### config.mk
export PLATFORM = sky130hd
export DESIGN_NAME = ioctl_upload_reader
export DESIGN_NICKNAME = d
export VERILOG_FILES = /design/src/rtl/ioctl_upload_reader.sv
export SDC_FILE = /design/constraint.sdc
export NUM_CORES = 1
export LEC_CHECK = 0
export CORE_MARGIN = 2
export CORE_UTILIZATION = 38
export DETAILED_ROUTE_END_ITERATION = 16
export PLACE_DENSITY = 0.73
export SYNTH_ARGS = -nofsm -noshare
export SYNTH_HDL_FRONTEND = slang
export SYNTH_SLANG_ARGS = --single-unit
### constraint.sdc
create_clock -name clk_sys -period 2.8 [get_ports clk_sys]
set_input_delay 0.84 -clock clk_sys [delete_from_list [all_inputs] [get_ports clk_sys]]
set_output_delay 0.84 -clock clk_sys [all_outputs]
set_load 0.02 [all_outputs]
### src/rtl/ioctl_upload_reader.sv
// ioctl_upload_reader: serves HPS upload reads from a synchronous RAM.
// Each ioctl_rd strobe becomes one arbitrated RAM read (or FILL byte when out of range).
// It also keeps a session checksum and byte count.
// Ports:
//   clk_sys, reset_l (sync, active-low)
//   ioctl_upload/rd/addr in
//   ioctl_din/wait out
//   mem_addr/mem_rd out
//   mem_q/mem_grant in
//   checksum, byte_count, overrun, upload_done out
module ioctl_upload_reader #(
    parameter int          AW   = 13,
    parameter int          SIZE = 8192,
    parameter int          LAT  = 1,
    parameter logic [7:0]  FILL = 8'hFF
) (
    input  logic          clk_sys,
    input  logic          reset_l,
    input  logic          ioctl_upload,
    input  logic          ioctl_rd,
    input  logic [24:0]   ioctl_addr,
    output logic [7:0]    ioctl_din,
    output logic          ioctl_wait,
    output logic [AW-1:0] mem_addr,
    output logic          mem_rd,
    input  logic [7:0]    mem_q,
    input  logic          mem_grant,
    output logic [7:0]    checksum,
    output logic [15:0]   byte_count,
    output logic          overrun,
    output logic          upload_done
);

    typedef enum logic [1:0] {IDLE, REQ, WAITQ} state_t;

    localparam logic [24:0] SIZE_A = 25'(SIZE);
    localparam logic [1:0]  LAT_V  = 2'(LAT);

    state_t      state;
    state_t      state_nxt;
    logic [24:0] addr_q;
    logic [1:0]  lat_cnt;
    logic        upload_q;

    logic        accept;
    logic        issue;
    logic        done_ram;
    logic        done_fill;
    logic        done;
    logic        oor;
    logic        rise;
    logic        fall;
    logic [7:0]  byte_nxt;
    logic [7:0]  sum_base;
    logic [15:0] cnt_base;

    // Range check uses the full 25-bit address; only the low AW bits reach the RAM.
    assign oor  = (addr_q >= SIZE_A);
    assign rise = ioctl_upload & ~upload_q;
    assign fall = ~ioctl_upload & upload_q;

    always_comb begin
        state_nxt = state;
        accept    = 1'b0;
        issue     = 1'b0;
        done_ram  = 1'b0;
        done_fill = 1'b0;
        unique case (1'b1)
            (state == IDLE): begin
                if (ioctl_rd && ioctl_upload) begin
                    accept    = 1'b1;
                    state_nxt = REQ;
                end
            end
            (state == REQ): begin
                if (oor) begin
                    done_fill = 1'b1;
                    state_nxt = IDLE;
                end else if (mem_grant) begin
                    issue     = 1'b1;
                    state_nxt = WAITQ;
                end
            end
            (state == WAITQ): begin
                // lat_cnt reaches zero exactly in the cycle mem_q is valid
                if (lat_cnt == 2'd0) begin
                    done_ram  = 1'b1;
                    state_nxt = IDLE;
                end
            end
            default: state_nxt = IDLE;
        endcase
    end

    assign done     = done_ram | done_fill;
    assign byte_nxt = done_ram ? mem_q : FILL;
    // A session start clears first; a completion on the same edge adds onto zero.
    assign sum_base = rise ? 8'd0 : checksum;
    assign cnt_base = rise ? 16'd0 : byte_count;

    always_ff @(posedge clk_sys) begin
        if (!reset_l) begin
            state <= IDLE;
        end else begin
            state <= state_nxt;
        end
    end

    always_ff @(posedge clk_sys) begin
        if (!reset_l) begin
            addr_q      <= '0;
            lat_cnt     <= '0;
            upload_q    <= 1'b0;
            upload_done <= 1'b0;
            mem_rd      <= 1'b0;
            mem_addr    <= '0;
            ioctl_wait  <= 1'b0;
            ioctl_din   <= '0;
            checksum    <= '0;
            byte_count  <= '0;
            overrun     <= 1'b0;
        end else begin
            upload_q    <= ioctl_upload;
            upload_done <= fall;
            mem_rd      <= issue;
            if (accept) begin
                addr_q <= ioctl_addr;
            end
            if (issue) begin
                mem_addr <= addr_q[AW-1:0];
                lat_cnt  <= LAT_V;
            end else if (state == WAITQ && lat_cnt != 2'd0) begin
                lat_cnt <= lat_cnt - 2'd1;
            end
            if (accept) begin
                ioctl_wait <= 1'b1;
            end else if (done) begin
                ioctl_wait <= 1'b0;
            end
            if (done) begin
                ioctl_din  <= byte_nxt;
                checksum   <= sum_base + byte_nxt;
                byte_count <= (cnt_base == 16'hFFFF) ? cnt_base
                                                     : cnt_base + 16'd1;
            end else begin
                checksum   <= sum_base;
                byte_count <= cnt_base;
            end
            if (ioctl_rd && state != IDLE) begin
                overrun <= 1'b1;
            end else if (rise) begin
                overrun <= 1'b0;
            end
        end
    end

endmodule

==> results of run 1 <==
## power breakdown
part	switching, mW	total [mW]	internal (mW)	leakage [nW]
logic	0.169	0.330	0.161	1.15
registers	0.0217	1.18	1.16	0.641
clock network	0.450	0.870	0.420	0.0925
## state kept, by name, indices dropped and copies added (netlist names)
| name | count |
|---|---|
| addr_q | 25 |
| byte_count | 16 |
| mem_addr | 13 |
| checksum | 8 |
| ioctl_din | 8 |
| lat_cnt | 2 |
| state | 2 |
| ioctl_wait | 1 |
| mem_rd | 1 |
| overrun | 1 |
| upload_done | 1 |
| upload_q | 1 |
## worst max-delay path, cell delays in order
cell and delay, ns:
clkdlybuf4s50_1 0.39, or2_2 0.31, ha_1 0.22, inv_1 0.08, fa_1 0.18, nand2b_1 0.15
a21boi_2 0.08, buf_4 0.13, o2111ai_1 0.16, o211ai_1 0.12, a31o_2 0.25
## placed cells by master (no fill, tap or decap), drive strengths merged, types with 3 or more instances in the layout
cell type / instances
nand2: 74
and2: 10
and4: 3
o211a: 6
clkbuf: 9
clkdlybuf4s50: 85
nor4: 4
o41ai: 6
or3: 12
o21ai: 9
nor3: 5
nand3: 17
ha: 9
a21boi: 3
and3: 4
dfxtp: 79
a21oi: 39
buf: 34
mux2i: 17
or2: 8
o311ai: 6
clkinvlp: 3
nor2: 30
inv: 13
nand2b: 4
nand4: 10
## layer usage
layer | GRT usage | routed length (um) | vias up | share of wire
met5 | 0 | 0 | - | 0
met4 | 0.0561 | 87 | 0 | 0.0096
met3 | 0.0520 | 444 | 7 | 0.049
met2 | 0.311 | 4420 | 79 | 0.49
met1 | 0.234 | 4070 | 1573 | 0.45
li1 | - | - | 1691 | -
## worst max path at each step
stage	slack (ns)	from	to	depth (start not counted)
finish	0.12	mem_q[0]	checksum[6]	11
global route	0.06	mem_q[1]	checksum[7]	9
CTS	0.13	mem_q[0]	checksum[6]	11
detailed placement	-0.60	ioctl_upload	checksum[6]	11
global placement	-0.49	ioctl_upload	checksum[6]	11
floorplan	0.004	ioctl_upload	checksum[6]	11
## logic make-up after synthesis
group | count (synthesis)
and+or+nand+nor | 188
AOI/OAI and AO/OA | 86
DFF | 79
buffers and inverters | 38
muxes | 17
adders and majority gates | 10
xor gates and xnor gates | 2
## synth_stat cells (6+ instances only)
cell,instances,area (um^2)
o41ai_1,6,52.6
mux2i_1,17,170
o211a_1,6,60.1
nand4_1,10,62.6
or2_2,8,50.1
a21oi_1,39,195
inv_1,11,41.3
nand2_1,74,278
ha_1,9,113
nand3_1,17,85.1
clkbuf_1,17,63.8
nor2_1,29,109
and2_1,9,56.3
or3_1,12,75.1
o21ai_0,9,45.0
dfxtp_1,79,1580
o311ai_0,6,52.6
## repair_timing
action                     4_1_cts  5_1_grt
setup endpoints to repair        3        0
buffers inserted                 0        0
hold endpoints to repair         0        0
resized for setup                4        0
## final cells by class
type	instances	area share
clock buffers	9	0.0251
clock inverters	7	0.0160
inverters	11	0.00838
multi-input cells	303	0.372
flip-flops and latches	79	0.321
well taps	111	0.0282
repair buffers	120	0.229
## per-stage QoR
| step | worst slack [ns] | hold WS, ns | std cells | setup TNS (ns) |
|---|---|---|---|---|
| floorplan | 0.00424 | 0.429 | 420 | 0 |
| global placement | -0.492 | 0.441 | 624 | -4.33 |
| detailed placement | -0.595 | 0.449 | 624 | -6.06 |
| CTS | 0.134 | 0.462 | 640 | 0 |
| global route | 0.0561 | 0.480 | 640 | 0 |
| finish | 0.123 | 0.459 | 640 | 0 |
==> results.txt, run 1 <==
Adder-Cell Fraction of Synth Area -> 0.0372
Final GP Congestion -> 0.820
fin. max-slew vios -> 0
Leak Pwr -> 1.89 nW
Core Rows -> 35
register bit total from synthesis -> 79
Area Overhead vs Synth -> 38.0%
ys async rst share -> 0
Crit path required time -> 3.04 ns
final wirelength -> 9020 um
Syn Nets -> 468
Seq/Total Area, Yosys -> 0.443
hold depth -> 2
Unique masters post-synth -> 51
measured slew at the worst slew-check pin -> 0.558 ns
mean number of vias per cell -> 5.23
Mapped Area -> 3570 um^2
Root Driver -> clkbuf_8
total power -> 2.38 mW
Global Route Usage Sum -> 0.186
die footprint -> 10200 um^2
Post-Synth Simple-Gate Area -> 0.259
Clock Path Buffers -> 2
EDFF count, synth -> 0
DRC -> 0
H-tree levels -> 3
RSZ-0062 raised after global routing -> false
Period minus WS final -> 2.68 ns
VDD IR-drop max -> 260 uV
DR iter-0 viols -> 85
WHS Endpoint -> addr_q[8]
largest net degree at the start of global routing -> 52
flop2flop setup slack -> 0.22 ns
vias after detailed routing -> 3350
final hold violation count -> 0
storage element area -> 1580 um^2
I/O pin cnt -> 87
CTS sink cnt -> 79
clock-pin slew on the worst setup and hold paths -> 0.08 ns
Die Ht -> 101 um
fill count -> 864
final setup vio count -> 0
Final Instance Area -> 4930 um^2
initial antenna violation count -> 0
fin crit share -> 0.956
Post-DP Area -> 4710 um^2
Pwr Density -> 484 nW/um^2
RR Endpoint -> checksum[6]
CTS Buf Count -> 9
Routed WL per cell -> 14.1 um
share of cells above drive strength 1 -> 0.136
Synth Instances -> 420
initial core utilization -> 0.388
fin nets -> 572
grt ovf -> 0
Core Area -> 9200 um^2
CP Capture Type -> flop
largest family of logic cells by synthesized area -> simple AND/OR/NAND/NOR gates
Ant. Diodes -> 0
Slew headroom -> 0.626
area of the multi-input gates -> 1830 um^2
critical path class -> in -> reg
Worst Hold Class -> reg -> reg
synthesized area per cell -> 8.50 um^2
Post-CTS Hold Buffers -> 0
outcome -> completed
yosys warns -> 0
min-delay src -> addr_q[8]
XOR/XNOR share of the synthesized area -> 0.00491
worst-case reg-to-reg path depth -> 14
clock skew -> 0.0106 ns
most frequently used flop master after synthesis -> dfxtp_1
DP HPWL -> 6410 um
Peak Freq -> 374 MHz
critical path startpoint category -> input pin
first-pass GRT wire length -> 15100 um
TritonCTS clock tree -> built
Port-buffer cells -> 86
fin util -> 0.536
Max FO, Critical Path -> 3
Worst Path Arrival -> 2.91 ns
die span in x -> 101 um
worst-skew pair later-pin latency -> 0.34 ns
mux cell area share after synthesis -> 0.0477
DRT antenna net count -> 0
vias in the first global route -> 3277
complex-gate fraction of the synthesized area -> 0.161
r2r startpoint -> lat_cnt[0]
MaxCap Viol Count -> 0
Detailed Routing Iterations Pass 1 -> 4
No activity file was read; power rests on OpenSTA's default activity.
==> run 2, diff against run 1 <==
--- a/config.mk
+++ b/config.mk
@@ -5,6 +5,7 @@
 export SDC_FILE = /design/constraint.sdc
 export NUM_CORES = 1
 export LEC_CHECK = 0
+export ABC_CLOCK_PERIOD_IN_PS = 2800
 export CORE_MARGIN = 2
 export CORE_UTILIZATION = 38
 export DETAILED_ROUTE_END_ITERATION = 16
==> results of run 2 <==
Final layout, timing and power as in run 1 (identical DEF).
